### src/rtl/fetch_pkg.sv
// fetch_pkg
// Shared types and constants for the instruction fetch unit.
//   fetch_state_t : FETCH while bytes are being issued/collected,
//                   HOLD while a complete instruction waits for decode.
//   INSTR_W       : instruction word width for the default configuration
//                   (4 bytes of 8 bits).
package fetch_pkg;

    typedef enum logic [0:0] {
        FETCH = 1'b0,
        HOLD  = 1'b1
    } fetch_state_t;

    localparam int DEF_DATA_W      = 8;
    localparam int DEF_INSTR_BYTES = 4;
    localparam int INSTR_W         = DEF_INSTR_BYTES * DEF_DATA_W;

endpackage

### src/rtl/fetch_assembler.sv
// fetch_assembler
// Shift-in register that packs INSTR_BYTES ROM bytes into one word, first
// byte ending up in the MSBs.
// Ports:
//   clk, rst_n  : clock, synchronous active-low reset
//   clear       : drop any partially assembled word
//   capture     : din holds a valid byte this cycle
//   din         : ROM byte
//   word_next   : word including the byte being captured now
//   done        : this capture completes the word (word_next is final)
module fetch_assembler
    import fetch_pkg::*;
#(
    parameter int DATA_W      = 8,
    parameter int INSTR_BYTES = 4
) (
    input  logic                          clk,
    input  logic                          rst_n,
    input  logic                          clear,
    input  logic                          capture,
    input  logic [DATA_W-1:0]             din,
    output logic [INSTR_BYTES*DATA_W-1:0] word_next,
    output logic                          done
);

    localparam int WORD_W = INSTR_BYTES * DATA_W;
    localparam int CNT_W  = $clog2(INSTR_BYTES + 1);

    logic [WORD_W-1:0] shreg;
    logic [CNT_W-1:0]  byte_idx;

    // Shift form keeps INSTR_BYTES=1 legal (no zero-width slice).
    assign word_next = (shreg << DATA_W) | WORD_W'(din);
    assign done      = capture && (byte_idx == CNT_W'(INSTR_BYTES - 1));

    always_ff @(posedge clk) begin
        if (!rst_n || clear) begin
            shreg    <= '0;
            byte_idx <= '0;
        end else if (capture) begin
            if (done) begin
                shreg    <= '0;
                byte_idx <= '0;
            end else begin
                shreg    <= word_next;
                byte_idx <= byte_idx + CNT_W'(1);
            end
        end
    end

endmodule

### src/rtl/fetch_unit.sv
// fetch_unit
// Instruction fetch unit: reads INSTR_BYTES consecutive bytes from a
// byte-wide ROM (one-cycle read latency), assembles them into ir and offers
// ir/pc to decode with a valid/ready handshake. Branch redirects flush any
// in-flight fetch and restart at redirect_addr.
// Ports:
//   clk, rst_n     : clock, synchronous active-low reset
//   en             : global enable (stalls issues and FSM transitions)
//   redirect       : branch taken, with target redirect_addr
//   rom_en         : ROM read request, address rom_addr
//   rom_data       : ROM byte, valid the cycle after the request
//   ir, pc         : assembled instruction (first byte in MSBs), its address
//   ir_valid       : ir/pc hold a complete instruction
//   ir_ready       : decode accepts ir this cycle
module fetch_unit
    import fetch_pkg::*;
#(
    parameter int                ADDR_W      = 16,
    parameter int                DATA_W      = 8,
    parameter int                INSTR_BYTES = 4,
    parameter logic [ADDR_W-1:0] RESET_VEC   = '0
) (
    input  logic                          clk,
    input  logic                          rst_n,
    input  logic                          en,
    input  logic                          redirect,
    input  logic [ADDR_W-1:0]             redirect_addr,
    output logic                          rom_en,
    output logic [ADDR_W-1:0]             rom_addr,
    input  logic [DATA_W-1:0]             rom_data,
    output logic [INSTR_BYTES*DATA_W-1:0] ir,
    output logic                          ir_valid,
    input  logic                          ir_ready,
    output logic [ADDR_W-1:0]             pc
);

    localparam int WORD_W = INSTR_BYTES * DATA_W;
    localparam int CNT_W  = $clog2(INSTR_BYTES + 1);

    fetch_state_t      state, state_next;
    logic [ADDR_W-1:0] fetch_addr;
    logic [CNT_W-1:0]  issue_idx;
    logic              pending;
    logic              flush;
    logic              handshake;
    logic              capture;
    logic              asm_done;
    logic [WORD_W-1:0] asm_word;

    // A taken redirect beats both the handshake and any byte capture.
    assign flush     = redirect && en;
    assign handshake = (state == HOLD) && ir_valid && ir_ready && en && !flush;
    assign capture   = pending && !flush;

    // rst_n gates rom_en so no request leaks out while reset is held.
    assign rom_en   = rst_n && (state == FETCH) && en && !redirect &&
                      (issue_idx < CNT_W'(INSTR_BYTES));
    assign rom_addr = fetch_addr + ADDR_W'(issue_idx);

    fetch_assembler #(
        .DATA_W      (DATA_W),
        .INSTR_BYTES (INSTR_BYTES)
    ) u_asm (
        .clk       (clk),
        .rst_n     (rst_n),
        .clear     (flush || handshake),
        .capture   (capture),
        .din       (rom_data),
        .word_next (asm_word),
        .done      (asm_done)
    );

    always_ff @(posedge clk) begin
        if (!rst_n) begin
            state <= FETCH;
        end else begin
            state <= state_next;
        end
    end

    // Completion of the last byte moves to HOLD even with en low, since the
    // returning byte cannot be stalled.
    always_comb begin
        state_next = state;
        if (flush) begin
            state_next = FETCH;
        end else begin
            case (state)
                FETCH:   if (asm_done)  state_next = HOLD;
                HOLD:    if (handshake) state_next = FETCH;
                default: state_next = FETCH;
            endcase
        end
    end

    always_ff @(posedge clk) begin
        if (!rst_n) begin
            fetch_addr <= RESET_VEC;
            pc         <= RESET_VEC;
            issue_idx  <= '0;
            pending    <= 1'b0;
            ir         <= '0;
            ir_valid   <= 1'b0;
        end else if (flush) begin
            fetch_addr <= redirect_addr;
            issue_idx  <= '0;
            pending    <= 1'b0;
            ir_valid   <= 1'b0;
        end else begin
            pending <= rom_en;
            if (rom_en) begin
                issue_idx <= issue_idx + CNT_W'(1);
            end
            if (asm_done) begin
                ir       <= asm_word;
                pc       <= fetch_addr;
                ir_valid <= 1'b1;
            end
            if (handshake) begin
                ir_valid   <= 1'b0;
                fetch_addr <= pc + ADDR_W'(INSTR_BYTES);
                issue_idx  <= '0;
            end
        end
    end

endmodule

### config.mk
export PLATFORM = sky130hd
export DESIGN_NAME = fetch_unit
export DESIGN_NICKNAME = d
export VERILOG_FILES = /design/src/rtl/fetch_pkg.sv /design/src/rtl/fetch_assembler.sv /design/src/rtl/fetch_unit.sv
export SDC_FILE = /design/constraint.sdc
export NUM_CORES = 1
export LEC_CHECK = 0
export ABC_AREA = 1
export BUFFER_PORTS_ARGS = -buffer_cell sky130_fd_sc_hd__buf_2
export CORE_MARGIN = 1.5
export CORE_UTILIZATION = 60
export CTS_BUF_LIST = sky130_fd_sc_hd__clkbuf_8
export CTS_CLUSTER_DIAMETER = 60
export DETAILED_ROUTE_END_ITERATION = 10
export GPL_TIMING_DRIVEN = 0
export HOLD_SLACK_MARGIN = 0.08
export PLACE_DENSITY = 0.94
export RECOVER_POWER = 50
export SKIP_CTS_REPAIR_TIMING = 1
export SYNTH_ARGS = -nofsm -noshare
export SYNTH_HDL_FRONTEND = slang
export SYNTH_HIERARCHICAL = 1
export SYNTH_SLANG_ARGS = --single-unit
### constraint.sdc
create_clock -name clk -period 5.55 [get_ports clk]
set_input_delay 0.8325 -clock clk [delete_from_list [all_inputs] [get_ports clk]]
set_output_delay 0.8325 -clock clk [all_outputs]
set_load 0.01 [all_outputs]
# After elaboration in Yosys (flattened, before gate mapping)
# Cells that the tools add are included.
# classes
n_bitwise,4
n_reduce_logical,20
n_lt_le_gt_ge,1
muxes,7
addsub,4
eq_ne,1
# op_table
operator,n
$mux 16,2
$or 32x8->32,1
$mux 24,1
$add 16x3->16,1
$add 16x3->16 const B,1
$logic_and 1x1->1,11
$add 3x1->3 const B,2
$eq 3x2->1 const B,1
$logic_not 1->1,3
$lt 3x3->1 const B,1
$mux 3,1
$not 1->1,3
$reduce_or 3->1,1
$logic_or 1x1->1,2
$mux 1,2
$pmux 1 s2,1
$reduce_and 2->1,1
$reduce_bool 2->1,1
$reduce_or 2->1,1
# totals
input_bits,29
regBits,97
output_inout_bits,66

# Logic depth before layout (Yosys ltp)
# Gate-level depths: netlist of run 1.
# logic_depth
ltp_word,6
depth_mapped,14
mapped_depth_nobuf,10

# Hierarchy
# Netlist of run 1, hierarchy kept.
# by_module_without_submodules
mod,instances,seq_area_each_um2,cells_each,area_each_um2
fetch_unit,1,1401.3,455,3350.7
fetch_assembler,1,540.5,190,1303.8

# Worst setup path after synthesis of run 1
# OpenSTA, ideal clock, no wires.
# synth_path
kind,input to register
from,input port en
to,register pc[5]
required_time_ns,5.430
stages,14
arrival_ns,2.259
slack_ns,3.171
setup_ns,0.120
cell_sequence,nand2_4 inv_4 buf_4 nor2_1 buf_4 nand2_4 nor2_8 buf_6 inv_1 nor2_4 inv_2 buf_4 o21ai_1 a21oi_1
# synth_via
elab_chain_len,5
# synth_rtl
item,line,rtl
"start, declared",fetch_unit.sv:25,"input logic en,"
$logic_and 1x1->1,fetch_unit.sv:51,assign flush = redirect && en;
$logic_not 1->1,fetch_unit.sv:53,assign capture = pending && !flush;
$logic_and 1x1->1,fetch_unit.sv:53,
named net capture,fetch_unit.sv:46,logic capture;
$logic_and 1x1->1,fetch_assembler.sv:34,assign done = capture && (byte_idx == CNT_W'(INSTR_BYTES - 1));
named net asm_done,fetch_unit.sv:47,logic asm_done;
$reduce_and 2->1 (no line),n/a,
"end signal, assigned",fetch_unit.sv:116,pc <= fetch_addr;
"end, declared",fetch_unit.sv:34,output logic [ADDR_W-1:0] pc
# The timed path passes the listed nets, and every way through them passes these cells.
# A chain may end at the register's enable or synchronous reset.

# Worst setup path in the final report of run 1
# layout_path
from,input port en
to,register ir[22]
# layout_via
elab_chain_len,5
# layout_rtl
item,line,rtl
$logic_and 1x1->1,fetch_unit.sv:51,
$logic_not 1->1,fetch_unit.sv:53,
$logic_and 1x1->1,fetch_unit.sv:53,
named net capture,fetch_unit.sv:46,
$logic_and 1x1->1,fetch_assembler.sv:34,
named net asm_done,fetch_unit.sv:47,
$reduce_and 2->1 (no line),n/a,
"end signal, assigned",fetch_unit.sv:115,ir <= asm_word;
"end, declared",fetch_unit.sv:31,"output logic [INSTR_BYTES*DATA_W-1:0] ir,"
# The timed path passes the listed nets, and every way through them passes these cells.

==> results.yml, run 1 <==
critical_path:
  crit_chain: "clkbuf_1, nand2_1, clkinvlp_2, clkbuf_1, nor2_1, clkbuf_1, nand2_4, nor2_8, buf_6, inv_1, nor2_4, buf_6, buf_6, o21ai_1, nor2_1"
  start_kind: "primary input"
  crit_fanout: 12
  critical_path.n_buffers_inverters: 8
  cp_slowest_cell: "clkinvlp_2"
  path_class: "primary input to flip-flop"
  critPathMaxStageDelay_ns: 0.47
  cp.required_ns: 5.85
  end_kind: "flip-flop"
  arrival_ns: 3.87
  crit_family: "buffers and inverters"
power:
  power.density_nw_per_um2: 241
  p_leak_nw: 2.58
  vdd_drop_max_mv: 0.180
cells_and_area:
  fillCellCount: 619
  instances_no_fill: 853
  n_antenna_cell: 0
  nNetsFinal: 786
  area_growth_pct: 14.9
  drive_above_1_share_pct: 14.6
logic_synthesis:
  synth_area_leader_cell: "dfxtp_1"
  synth_nets: 681
  synth_cells: 645
  synth_ff_type: "dfxtp_1"
  synth_edf_count: 0
  synth_seq_area_share_pct: 41.7
  async_flop_share_pct: 0
  syn-cell-area_sq_um: 4650
  syn_area_per_cell_sq_um: 7.22
  yosys.cell_count.top_type: "nor2_1"
  synth_area_leaders: "dfxtp_1, nor2_1, nand2_1"
  ys_types: 35
  synthTopCellsByCount: "nor2_1, nand2_1, dfxtp_1"
  synth_seq_cells: 97
  yosysTopAreaCellShare_pct: 41.7
  yosysWarnings: 6
sta:
  hold_violations: 0
  tightestPinTransition_ns: 0.622
  setup_viol: 0
  fin_skew_ns: 0.00763
  slew_headroom_pct: 58.5
  fin_tns_setup_ns: 0
  min_period_ns: 3.57
  grt_setup_unrepaired: "no"
  slew_viol_final: 0
  fin_crit_sh_pct: 64.4
  fmax_mhz: 280
clock_network:
  path_clk_slew_ns: 0.09
  clkLatencyLatePin_ns: 0.37
  cts.sinks: 97
  numCtsBuffers: 9
  htreeDepth: 3
  cts_tree: "yes"
  cts-root-buf: "clkbuf_8"
  cts_buffer_depth: 2
floorplanning:
  die-area_sq_um: 8290
  rows: 31
  ios: 95
  core_area_sq_um: 7370
  start_util_pct: 63.2
  die_x_um: 91.1
  die_height_um: 91.1
routing:
  finalWirelength_mm: 11.7
  drc: 0
  drt-pass1-iter-count: 5
  num_vias: 4551
  drt-initial-drc-count: 224
  ant_nets: 0
  vias_per_cell: 5.34
  wire_per_inst_um: 13.7
placed_design:
  dp.cells: 838
  dp_hpwl_mm: 8.51
  gp_congestion: 0.920
  io_buffers: 94
run:
  drv_cap: 0
global_route:
  grt_overflow: 0
  grt_pass1_wl_mm: 19.2
  track_usage_pct: 28.6
  grt_pass1_vias: 4316
  grt_start_max_net_pins: 16
  antenna_found_initial: 0
outcome:
  outcome: "finished, final reports clean"
hold_path:
  hold_path.class: "flip-flop to flip-flop"
[layer usage]
metal  vias to the layer above  GRT usage, %  share of wire (%)
met5                         -             0                  0
met4                         0          13.9                2.1
li1                       2226             -                  -
met2                       193          51.0                 50
met1                      2103          33.0                 41
met3                        29          4.61                7.4
[worst paths after layout]
check | startpoint | end | slack, ns | cells after the start
hold / removal | u_asm/shreg[21] | ir[29] | 0.50 | 2
hold reg to reg | u_asm/shreg[21] | ir[29] | 0.50 | 2
setup reg to reg | pending | ir[22] | 3.40 | 12
setup / recovery | en | ir[22] | 1.98 | 15
[sequential cells by signal, summed over array words and instances, names as in the netlist]
name / cells
state: 1
u_asm/shreg: 24
fetch_addr: 16
ir_valid: 1
u_asm/byte_idx: 3
issue_idx: 3
ir: 32
pc: 16
pending: 1
[power breakdown]
part / internal, mW / switching, mW / leakage [nW]
Combinational: 0.0380 / 0.0625 / 1.69
Clock: 0.231 / 0.241 / 0.102
Sequential: 0.708 / 0.00960 / 0.785
[cell usage in the layout (no fill, tap or decap), types with 4 or more instances in the layout]
master and n:
ha_1 6, inv_1 77, clkbuf_1 60, dfxtp_1 97
a31oi_1 5, clkbuf_2 4, nor2_1 120, buf_4 12
nand2_1 114, clkbuf_8 11, a21oi_1 25, buf_6 7
nand4_1 7, nand3_2 4, nor2_4 4, o21ai_0 29
buf_2 49, o21ai_1 33, nand3_1 48, xor2_1 17
[per-stage QoR]
| step | power (mW) | worst slack, ns | area (sq um) | utilization (%) | hold WS (ns) |
|---|---|---|---|---|---|
| 6_report | 1.29 | 1.98 | 5350 | 72.6 | 0.495 |
| 5_1_grt | 1.33 | 1.69 | 5350 | 72.6 | 0.514 |
| 2_1_floorplan | 0.798 | 3.17 | 4650 | - | 0.454 |
| 3_5_place_dp | 0.835 | 2.67 | 5250 | 71.2 | 0.478 |
| 3_3_place_gp | 0.831 | 2.71 | 5250 | 71.2 | 0.472 |
| 4_1_cts | 1.29 | 2.63 | 5450 | 74.0 | 0.497 |
[cell type report]
class	instances	area, sq um	share of cell area [%]
Tap cell	99	124	2.32
Clock inverter	4	51.3	0.959
Clock buffer	11	151	2.83
Timing Repair Buffer	94	407	7.60
Sequential cell	97	1940	36.3
Multi-Input combinational cell	428	2090	39.1
Inverter	81	312	5.83
Buffer	39	273	5.10
[worst register-to-register path, delay by kind of cell (launching register included)]
kind | cells | cell delay (ns)
compound gates | 1 | 0.07
flops | 1 | 0.32
simple gates | 5 | 0.66
buf+inv | 6 | 1.06
[kinds of logic after synthesis]
| kind of cell | after synthesis | share of synthesized area [%] |
|---|---|---|
| buffers and inverters | 120 | 13.1 |
| xor gates and xnor gates | 18 | 3.39 |
| and+or+nand+nor | 308 | 29.1 |
| adders and majority gates | 7 | 2.04 |
| DFF | 97 | 41.7 |
| AOI/OAI and AO/OA | 95 | 10.7 |
(Power assumes the default switching activity.)
==> run 2, diff against run 1 <==
- CORE_UTILIZATION: 60 -> 57
- PLACE_DENSITY: 0.94 -> 0.9
- clock period: 5.55 -> 3.62 ns (I/O delays scaled with it)
==> results.yml, run 2 (synthesized netlist as in run 1, its figures left out) <==
hold_path:
  hold_path.class: "primary input to flip-flop"
cells_and_area:
  drive_above_1_share_pct: 14.3
  fillCellCount: 710
  utilization_pct: 68.1
  n_antenna_cell: 0
  design_area_sq_um: 5320
  final_cell_mix: "nor2_1, nand2_1, dfxtp_1"
  area_growth_pct: 14.3
  layout_commonest_cell: "nor2_1"
  nNetsFinal: 786
  largest_reg_flops: 32
  reg_top3: "ir: 32 flops, u_asm/shreg: 24 flops"
  largest-register: "ir"
global_route:
  grt_pass1_wl_mm: 18.6
  grt_busiest_layer: "met2"
  track_usage_pct: 27.0
  grt_start_max_net_pins: 15
  grt_pass1_vias: 4202
  antenna_found_initial: 0
  met2_usage_pct: 47.0
  grtUsageMet3_pct: 3.66
  met1_usage_pct: 32.4
  grt_overflow: 0
routing:
  drt-initial-drc-count: 196
  num_vias: 4472
  drt-pass1-iter-count: 5
  wire_per_inst_um: 13.3
  finalWirelength_mm: 11.4
  drc: 0
  vias_per_cell: 5.22
  ant_nets: 0
placed_design:
  placed_cell_area_sq_um: 5250
  gp_congestion: 0.913
  io_buffers: 94
  dp_hpwl_mm: 8.43
sta:
  tightestPinTransition_ns: 0.535
  hold_violations: 0
  slew_viol_final: 0
  slew_headroom_pct: 64.2
  setup_viol: 0
  fin_skew_ns: 0.00709
  fin_crit_sh_pct: 71.9
  grt_setup_unrepaired: "no"
  fmax_mhz: 384
  fin_tns_setup_ns: 0
  min_period_ns: 2.60
critical_path:
  crit_fanout: 4
  cp.required_ns: 3.08
  arrival_ns: 2.06
  start_kind: "flip-flop"
  end_kind: "output port"
  path_class: "flip-flop to output port"
power:
  p_leak_nw: 2.59
  power.density_nw_per_um2: 366
  vdd_drop_max_mv: 0.222
outcome:
  outcome: "finished, final reports clean"
clock_network:
  cts-root-buf: "clkbuf_8"
  clkLatencyLatePin_ns: 0.36
  cts.sinks: 97
  numCtsBuffers: 9
  cts_tree: "yes"
  htreeDepth: 3
  cts_buffer_depth: 2
  path_clk_slew_ns: 0.09
floorplanning:
  die-area_sq_um: 8720
  start_util_pct: 59.6
  rows: 32
  ios: 95
  core_area_sq_um: 7810
  die_height_um: 93.4
  die_x_um: 93.4
run:
  drv_cap: 0
-- run 2: cell count changes in the layout (fill, tap and decap cells not counted), moves of 2 or more --
| cell | previous run | this run |
|---|---|---|
| buf_6 | 7 | 9 |
| inv_1 | 77 | 79 |
| inv_4 | 0 | 2 |
| nand3_1 | 48 | 50 |
| nand3_2 | 4 | 2 |
| nor2_1 | 120 | 122 |
| nor2_4 | 4 | 2 |
-- run 2: layout make-up --
type / count / area [sq um] / share of cell area [%]
Clock buffer: 10 / 138 / 2.59
Inverter: 81 / 310 / 5.83
Sequential cell: 97 / 1940 / 36.5
Clock inverter: 6 / 51.3 / 0.964
Tap cell: 102 / 128 / 2.40
Multi-Input combinational cell: 428 / 2070 / 39.0
Timing Repair Buffer: 94 / 408 / 7.67
Buffer: 39 / 268 / 5.03
-- run 2: power breakdown --
group,total [mW],internal [mW],switching [mW]
clock network,0.690,0.329,0.360
registers,1.10,1.09,0.0142
logic,0.155,0.0593,0.0956
-- run 2: worst paths after layout --
kind                         start              to  slack, ns  cells past startpoint
setup / recovery     fetch_addr[2]    rom_addr[15]       1.02                      9
hold / removal    redirect_addr[3]   fetch_addr[3]       0.47                      3
setup reg to reg             state  u_asm/shreg[5]       1.47                      7
hold reg to reg    u_asm/shreg[21]          ir[29]       0.49                      2
-- run 2: metal layers --
metal | routed length, um | vias to the layer above
met5 | 0 | -
met4 | 208 | 0
met3 | 793 | 21
met2 | 5710 | 189
met1 | 4680 | 2042
li1 | - | 2220
-- run 2: critical path, stage by stage (launching register included) --
cell and delay [ns]:
dfxtp_1 0.34, ha_1 0.35, nand3_1 0.09, nand2_1 0.17, nand3_2 0.15, nor2_1 0.26
nand2_1 0.10, nand2_1 0.07, nand2_1 0.05, buf_2 0.13
-- run 2: metrics by stage --
stage | total power, mW | cells | hold WS, ns | setup WS (ns)
global placement | 1.27 | 841 | 0.466 | 1.09
finish | 1.94 | 857 | 0.466 | 1.02
detailed placement | 1.28 | 841 | 0.472 | 1.04
global route | 2.02 | 857 | 0.476 | 0.879
CTS | 1.95 | 857 | 0.452 | 1.00
floorplan | 1.22 | 645 | 0.454 | 1.53
==> run 3, diff against run 2 <==
- CORE_UTILIZATION: 57 -> 51
- PLACE_DENSITY: 0.9 -> 0.86
- clock period: 3.62 -> 2.2 ns (I/O delays scaled with it)
==> results.yml, run 3 (synthesized netlist as in run 1, its figures left out) <==
placed_design:
  dp.cells: 847
  gp_congestion: 0.916
  io_buffers: 94
  placed_cell_area_sq_um: 5260
  dp_hpwl_mm: 8.59
floorplanning:
  core_area_sq_um: 8760
  rows: 34
  die_x_um: 98.5
  start_util_pct: 53.1
  die_height_um: 98.5
  ios: 95
  die-area_sq_um: 9710
critical_path:
  cp_slowest_cell: "dfxtp_4"
  start_kind: "flip-flop"
  cp.required_ns: 1.87
  arrival_ns: 1.90
  end_kind: "output port"
  crit_chain: "ha_4, fa_2, nand3_2, nand2_4, nand4_4, nor2_2, xor2_1, buf_2"
  r2r_start: "pending"
  path_class: "flip-flop to output port"
  critPathMaxStageDelay_ns: 0.38
  r2r_cells: 12
  crit_fanout: 4
  rrSetupSlack_ns: 0.28
  rr_endpoint: "ir[18]"
cells_and_area:
  area_growth_pct: 19.7
  drive_above_1_share_pct: 22.9
  fillCellCount: 771
  final_cell_mix: "nor2_1, nand2_1, dfxtp_1"
  nNetsFinal: 792
  layout_commonest_cell: "nor2_1"
  largest-register: "ir"
  n_antenna_cell: 0
  largest_reg_flops: 32
  reg_top3: "ir: 32 flops, u_asm/shreg: 24 flops"
  instances_no_fill: 869
  design_area_sq_um: 5570
outcome:
  violations: "setup timing"
  outcome: "finished, violations left"
sta:
  tightestPinTransition_ns: 0.520
  slew_headroom_pct: 65.3
  hold_violations: 0
  fin_crit_sh_pct: 101
  setup_viol: 3
  slew_viol_final: 0
  min_period_ns: 2.23
  grt_setup_unrepaired: "yes"
  fin_skew_ns: 0.0114
  fmax_mhz: 449
  worst_slack_ns: -0.0257
clock_network:
  cts.sinks: 97
  clkLatencyLatePin_ns: 0.37
  path_clk_slew_ns: 0.09
  htreeDepth: 3
  cts-root-buf: "clkbuf_8"
  cts_tree: "yes"
  cts_buffer_depth: 2
  numCtsBuffers: 9
global_route:
  grt_pass1_wl_mm: 19.1
  antenna_found_initial: 0
  grt_start_max_net_pins: 17
  track_usage_pct: 24.0
  grt_overflow: 0
  grt_pass1_vias: 4286
routing:
  drt-pass1-iter-count: 5
  vias_per_cell: 5.14
  wire_per_inst_um: 13.3
  drc: 0
  drt-initial-drc-count: 177
  num_vias: 4471
  ant_nets: 0
  finalWirelength_mm: 11.5
power:
  power_mw: 3.17
  p_leak_nw: 2.77
  vdd_drop_max_mv: 0.431
  power.density_nw_per_um2: 569
run:
  drv_cap: 0
hold_path:
  hold_path.class: "primary input to flip-flop"
  whs_endpoint: "fetch_addr[0]"
  holdPathStages: 3
  hold_start: "redirect_addr[0]"
run 3: changes by cell type in the layout (fill, tap and decap cells not counted), moves of 4 or more:
cell	delta
dfxtp_1	-6
inv_1	-4
nor2_1	-5
buf_2	+32
nor2_4	+4
dfxtp_2	+4
clkbuf_1	-36
buf_4	+9
run 3: stage by stage:
stage                     util, %  setup TNS [ns]  setup slack, ns  hold slack, ns
after CTS                    62.2           -1.10           -0.193           0.230
after global routing         63.6          -0.380           -0.101           0.257
after global placement       60.0           -6.71           -0.174           0.466
after floorplan                 -               0            0.324           0.454
final                        63.6         -0.0536          -0.0257           0.238
after detailed placement     60.0           -7.10           -0.184           0.475
run 3: worst max path at each step:
stage                   end  cells after the start  slack [ns]           from
4_1_cts        rom_addr[15]                      9       -0.19  fetch_addr[2]
3_3_place_gp         ir[21]                     15       -0.17             en
6_report       rom_addr[14]                      8       -0.03   issue_idx[0]
5_1_grt        rom_addr[14]                      8       -0.10   issue_idx[0]
2_1_floorplan         pc[5]                     14        0.32             en
3_5_place_dp         ir[21]                     15       -0.18             en
run 3: critical path, delay by kind of cell, from the launching register on:
| kind | cells | cell delay (ns) |
|---|---|---|
| xor gates and xnor gates | 1 | 0.15 |
| adders and majority gates | 2 | 0.35 |
| buffers and inverters | 1 | 0.15 |
| DFF | 1 | 0.38 |
| and+or+nand+nor | 4 | 0.49 |
run 3: final cells by class:
class                   count  area (sq um)  area share (%)
inverters                  81           314            5.64
plain buffers              39           295            5.30
clock buffers              11           151            2.72
well taps                 108           135            2.43
multi-input cells         428          2190            39.3
flip-flops and latches     97          1950            35.1
repair buffers            100           493            8.85
clock inverters             5          40.0           0.719
run 3: metal layers:
layer,vias to the layer above,GRT usage [%],part of all wire (%)
li1,2233,-,-
met2,156,43.3,51
met1,2057,28.4,42
met5,-,0,0
met3,25,2.91,5.2
met4,0,10.8,2.3
run 3: power by group:
group	internal (mW)	switching [mW]	total [mW]
Combinational	0.106	0.159	0.265
Clock	0.476	0.620	1.10
Sequential	1.79	0.0251	1.81
